`src/rtl/ahb_pkg.sv`:
```
// Shared AHB-Lite encodings and the write-buffer state used by the SRAM controller.
package ahb_pkg;

   localparam logic [1:0] HTRANS_IDLE   = 2'b00;
   localparam logic [1:0] HTRANS_BUSY   = 2'b01;
   localparam logic [1:0] HTRANS_NONSEQ = 2'b10;
   localparam logic [1:0] HTRANS_SEQ    = 2'b11;

   localparam logic [2:0] HSIZE_BYTE = 3'b000;
   localparam logic [2:0] HSIZE_HALF = 3'b001;
   localparam logic [2:0] HSIZE_WORD = 3'b010;

   typedef enum logic [1:0] {
      EMPTY = 2'b00,
      ADDR  = 2'b01,
      PEND  = 2'b10
   } buf_state_t;

endpackage

```
`src/rtl/ahb_sram_bytemask.sv`:
```
// Converts an AHB transfer size and the low address bits into a 4-bit byte-lane mask.
module ahb_sram_bytemask
   import ahb_pkg::*;
(
   input  logic [2:0] hsize,
   input  logic [1:0] addr_lo,
   output logic [3:0] mask
);

   // Anything wider than a half-word touches the whole 32-bit SRAM word.
   always_comb begin
      mask = 4'b1111;
      case (hsize)
         HSIZE_BYTE: mask = 4'b0001 << addr_lo;
         HSIZE_HALF: mask = addr_lo[1] ? 4'b1100 : 4'b0011;
         default:    mask = 4'b1111;
      endcase
   end

endmodule

```
`src/rtl/ahb_sram_wbuf_ctrl.sv`:
```
// Zero-wait AHB-Lite slave for a single-port SRAM: writes are parked in a one-entry
// buffer and committed on the next cycle the port is not needed for a read.
module ahb_sram_wbuf_ctrl
   import ahb_pkg::*;
#(
   parameter int AW = 16
)
(
   input  logic          HCLK,
   input  logic          HRESETn,
   input  logic          HSEL,
   input  logic          HREADY,
   input  logic [1:0]    HTRANS,
   input  logic [2:0]    HSIZE,
   input  logic          HWRITE,
   input  logic [AW-1:0] HADDR,
   input  logic [31:0]   HWDATA,
   output logic          HREADYOUT,
   output logic          HRESP,
   output logic [31:0]   HRDATA,
   input  logic [31:0]   SRAMRDATA,
   output logic [AW-3:0] SRAMADDR,
   output logic [3:0]    SRAMWEN,
   output logic [31:0]   SRAMWDATA,
   output logic          SRAMCS
);

   logic          req;
   logic          rd_req;
   logic          wr_req;
   logic          commit;
   logic [AW-3:0] haddr_word;
   logic [3:0]    req_mask;

   buf_state_t    state;
   logic [AW-3:0] buf_addr;
   logic [3:0]    buf_mask;
   logic [31:0]   wdata_reg;
   logic [3:0]    merge_mask;
   logic          rd_dphase;

   assign req        = HSEL & HREADY & ((HTRANS == HTRANS_NONSEQ) | (HTRANS == HTRANS_SEQ));
   assign rd_req     = req & ~HWRITE;
   assign wr_req     = req & HWRITE;
   assign haddr_word = HADDR[AW-1:2];
   assign commit     = (state != EMPTY) & ~rd_req;

   assign HREADYOUT = 1'b1;
   assign HRESP     = 1'b0;

   ahb_sram_bytemask u_bytemask (
      .hsize   (HSIZE),
      .addr_lo (HADDR[1:0]),
      .mask    (req_mask)
   );

   // Buffer FSM; a read in ADDR forces the in-flight write data into wdata_reg so the
   // port can be given to the read while the write waits in PEND.
   always_ff @(posedge HCLK or negedge HRESETn) begin
      if (!HRESETn) begin
         state      <= EMPTY;
         buf_addr   <= '0;
         buf_mask   <= '0;
         wdata_reg  <= '0;
         merge_mask <= '0;
         rd_dphase  <= 1'b0;
      end else begin
         rd_dphase <= rd_req;
         if (rd_req)
            merge_mask <= ((state != EMPTY) && (buf_addr == haddr_word)) ? buf_mask : 4'b0000;
         else
            merge_mask <= 4'b0000;

         case (state)
            EMPTY: begin
               if (wr_req) begin
                  state    <= ADDR;
                  buf_addr <= haddr_word;
                  buf_mask <= req_mask;
               end
            end
            ADDR, PEND: begin
               if (rd_req) begin
                  if (state == ADDR)
                     wdata_reg <= HWDATA;
                  state <= PEND;
               end else if (wr_req) begin
                  state    <= ADDR;
                  buf_addr <= haddr_word;
                  buf_mask <= req_mask;
               end else begin
                  state <= EMPTY;
               end
            end
            default: state <= EMPTY;
         endcase
      end
   end

   // The read owns the port in its address phase; the SRAM pins stay quiet under reset.
   always_comb begin
      SRAMCS    = 1'b0;
      SRAMADDR  = '0;
      SRAMWEN   = 4'b0000;
      SRAMWDATA = '0;
      if (HRESETn) begin
         if (rd_req) begin
            SRAMCS   = 1'b1;
            SRAMADDR = haddr_word;
         end else if (commit) begin
            SRAMCS    = 1'b1;
            SRAMADDR  = buf_addr;
            SRAMWEN   = buf_mask;
            SRAMWDATA = (state == ADDR) ? HWDATA : wdata_reg;
         end
      end
   end

   always_comb begin
      HRDATA = '0;
      if (rd_dphase) begin
         for (int i = 0; i < 4; i++)
            HRDATA[8*i +: 8] = merge_mask[i] ? wdata_reg[8*i +: 8] : SRAMRDATA[8*i +: 8];
      end
   end

endmodule
```
`config.mk`:
```
export PLATFORM = sky130hd
export DESIGN_NAME = ahb_sram_wbuf_ctrl
export DESIGN_NICKNAME = d
export VERILOG_FILES = /design/src/rtl/ahb_pkg.sv /design/src/rtl/ahb_sram_bytemask.sv /design/src/rtl/ahb_sram_wbuf_ctrl.sv
export SDC_FILE = /design/constraint.sdc
export NUM_CORES = 1
export LEC_CHECK = 0
export CORE_MARGIN = 8
export CORE_UTILIZATION = 40
export DETAILED_ROUTE_END_ITERATION = 10
export DONT_BUFFER_PORTS = 1
export GPL_TIMING_DRIVEN = 1
export PLACE_DENSITY_LB_ADDON = 0.12
export SYNTH_ARGS = -nofsm -noshare
export SYNTH_HDL_FRONTEND = slang
export SYNTH_HIERARCHICAL = 1
export SYNTH_SLANG_ARGS = --single-unit
```
`constraint.sdc`:
```
create_clock -name HCLK -period 3.11 [get_ports HCLK]
set_input_delay 0.933 -clock HCLK [delete_from_list [all_inputs] [get_ports HCLK]]
set_output_delay 0.933 -clock HCLK [all_outputs]
set_load 0.02 [all_outputs]
```
==> results.ini <==
[outcome]
outcome=finished clean

[cells_and_area]
postLayoutCellArea_mm2=0.004174
diodes=0
largest_reg_flops=32
fin_util=0.4627
multi_input_area_mm2=0.002061
seqCellArea_mm2=0.001426
area_delta_synth_final_pct=14.44
nFillCells=860
drive_gt1_frac=0.3003
nNetsFinal=451

[yosys]
syn_area_mm2=0.003647
ys_ff_latch=57
yosys_warnings=6
synthCells=333
yosysSeqAreaShare=0.3911
synthesis.nets=426
synth.distinct_cells=33
avgSynthCellArea_um2=10.95

[cts]
cts_buffer_depth=2
htree_levels=3
tritoncts=built
cts_setup_buffers=0
clock_sinks=57
cts_made_buffers=9
cts.clk_slew.worst_paths_ns=0.06
cts_hold_buf=0
insertion_delay_ns=0.33
cts_root_buffer=clkbuf_8

[global_routing]
grt_antenna_before_repair=0
grt_max_degree=62
grt_pass1_vias=2705
overflow=0
grtUsageTotal=0.1513
grt_pass1_wl_um=15220

[floorplan]
core_area_mm2=0.009021
num_rows=35
start_util=0.4043
num_io_pins=175
die_area_mm2=0.01243
fp.dieW_um=111.5
die_h_um=111.5

[sta]
fin_skew_ns=0.009023
fin_crit_sh=0.9444
relSlewSlack=0.6335
maxSlewViolCount=0
setup_viol=0
hold_violations=0
max_freq_ghz=0.3405
fin_ws_ns=0.1729
tns_ns=0
tightest_slew_ns=0.5498
post-route-min-period_ns=2.937
rsz0062_at_grt=false
hold_ws_ns=0.2997

[pwr]
internal-power_w=0.001877
p_switching_w=0.0009458
power_frac_clock=0.268
power_per_cell_area_mw_per_mm2=676.3
netSwitchingFraction=0.3351
combPwrFrac=0.330
ir_drop_mv=0.3281
p_seq_frac=0.402
leakagePower_nw=1.766

[routing]
ant_nets=0
wl_per_cell_um=20.18
num_vias=2556
vias_per_cell=5.392
drt_wl_total_um=9564
drtIter0Drc=117
drt_first_pass_iters=4
drc_errors=0

[worst_setup_path]
arrival_ns=2.00
cp_data_required_time_ns=2.18
criticalPathCategory=in2out
crit_fanout=28
critPathLaunchType=input port
crit_path_end_kind=output pin

[placement]
gp_congestion=0.7120
io_buffers=0
pre_cts_ws_ns=0.1621
hpwl_um=7111
dpl_cell_area_mm2=0.003960

[job]
drv_cap=0

[hold_path]
hp-class=in2async

==> worst max-delay path, stage by stage <==
cell and delay, ns:
nand3_2 0.09, nor2_4 0.07, or3b_1 0.41, buf_12 0.19, nor2_1 0.13, buf_4 0.16
==> layout by cell type, fill, tap and decap left out, drive strengths merged, types with 5 or more instances in the layout <==
master / netlist / routed
and2: 6 / 6
o21ai: 5 / 5
nor2b: 34 / 34
buf: 17 / 40
mux2: 50 / 50
and3: 5 / 5
xor2: 14 / 14
mux2i: 64 / 64
clkbuf: 9 / 11
nor2: 37 / 37
a22o: 14 / 14
dfrtp: 57 / 57
==> final timing paths <==
path                             start  cells past startpoint       endpoint  slack (ns)
min in group HCLK          buf_mask[2]                      1    buf_mask[2]        0.50
hold reg to reg            buf_mask[2]                      1    buf_mask[2]        0.50
setup / recovery                  HSEL                      6   SRAMWDATA[1]        0.17
hold / removal                 HRESETn                      0  wdata_reg[19]        0.30
max in group asynchronous      HRESETn                      0    buf_mask[1]        2.69
setup reg to reg              state[1]                      5    buf_mask[1]        1.24
==> routing by layer <==
layer,routed length [um],track usage
met2,4735,0.2485
met4,110,0.05333
met3,894,0.05806
met1,3823,0.1756
met5,0,0
==> metrics by stage <==
stage | power (W) | instances
floorplan | 0.001858 | 333
global placement | 0.002065 | 458
detailed placement | 0.002095 | 458
CTS | 0.002867 | 474
global route | 0.003002 | 474
finish | 0.002823 | 474
==> power groups by stage <==
stage	sequential, W	clock (W)	combinational [W]
floorplan	0.00110	0	0.000759
global placement	0.00114	0	0.000928
detailed placement	0.00115	0	0.000943
CTS	0.00114	0.000783	0.000947
global route	0.00117	0.000815	0.00102
finish	0.00114	0.000756	0.000931
==> cell usage after synthesis, drive strengths merged <==
cell / count / area share
a22o: 14 / 0.034
or3b: 1 / 0.0024
nor2b: 34 / 0.059
nor3: 1 / 0.0014
nand4: 1 / 0.0017
dfrtp: 57 / 0.39
nor4b: 1 / 0.0024
ha: 3 / 0.010
and4: 1 / 0.0024
nor3b: 1 / 0.0034
nand3: 2 / 0.0041
o31ai: 1 / 0.0021
xor2: 14 / 0.034
and2: 6 / 0.010
a21oi: 1 / 0.0014
mux2i: 64 / 0.18
conb: 2 / 0.0021
inv: 3 / 0.0031
clkbuf: 9 / 0.0093
mux2: 50 / 0.15
buf: 17 / 0.033
and3: 5 / 0.0086
nor2: 37 / 0.043
nor4: 3 / 0.0051
o21ai: 5 / 0.0069
==> logic make-up after synthesis <==
group	Yosys count	share of synthesized area
AO/OA/AOI/OAI	21	0.04391
XOR/XNOR	14	0.03362
adder cells (fa/ha/maj)	3	0.01029
buffers and inverters	29	0.04528
flip-flops	57	0.3911
multiplexers	114	0.3300
other	2	0.002059
AND/OR/NAND/NOR	93	0.1437
==> final cells by class <==
| class | count | area share |
|---|---|---|
| Sequential cell | 57 | 0.3417 |
| Timing Repair Buffer | 40 | 0.07794 |
| Inverter | 3 | 0.002698 |
| Tap cell | 111 | 0.03327 |
| Clock buffer | 11 | 0.03147 |
| Multi-Input combinational cell | 247 | 0.4937 |
| Clock inverter | 5 | 0.01918 |
==> repair_timing <==
action | 4_1_cts | 5_1_grt
endpoints found under the hold margin | 0 | 0
setup endpoints to repair | 0 | 2
gates resized for setup | 0 | 1
(Power assumes the default switching activity.)
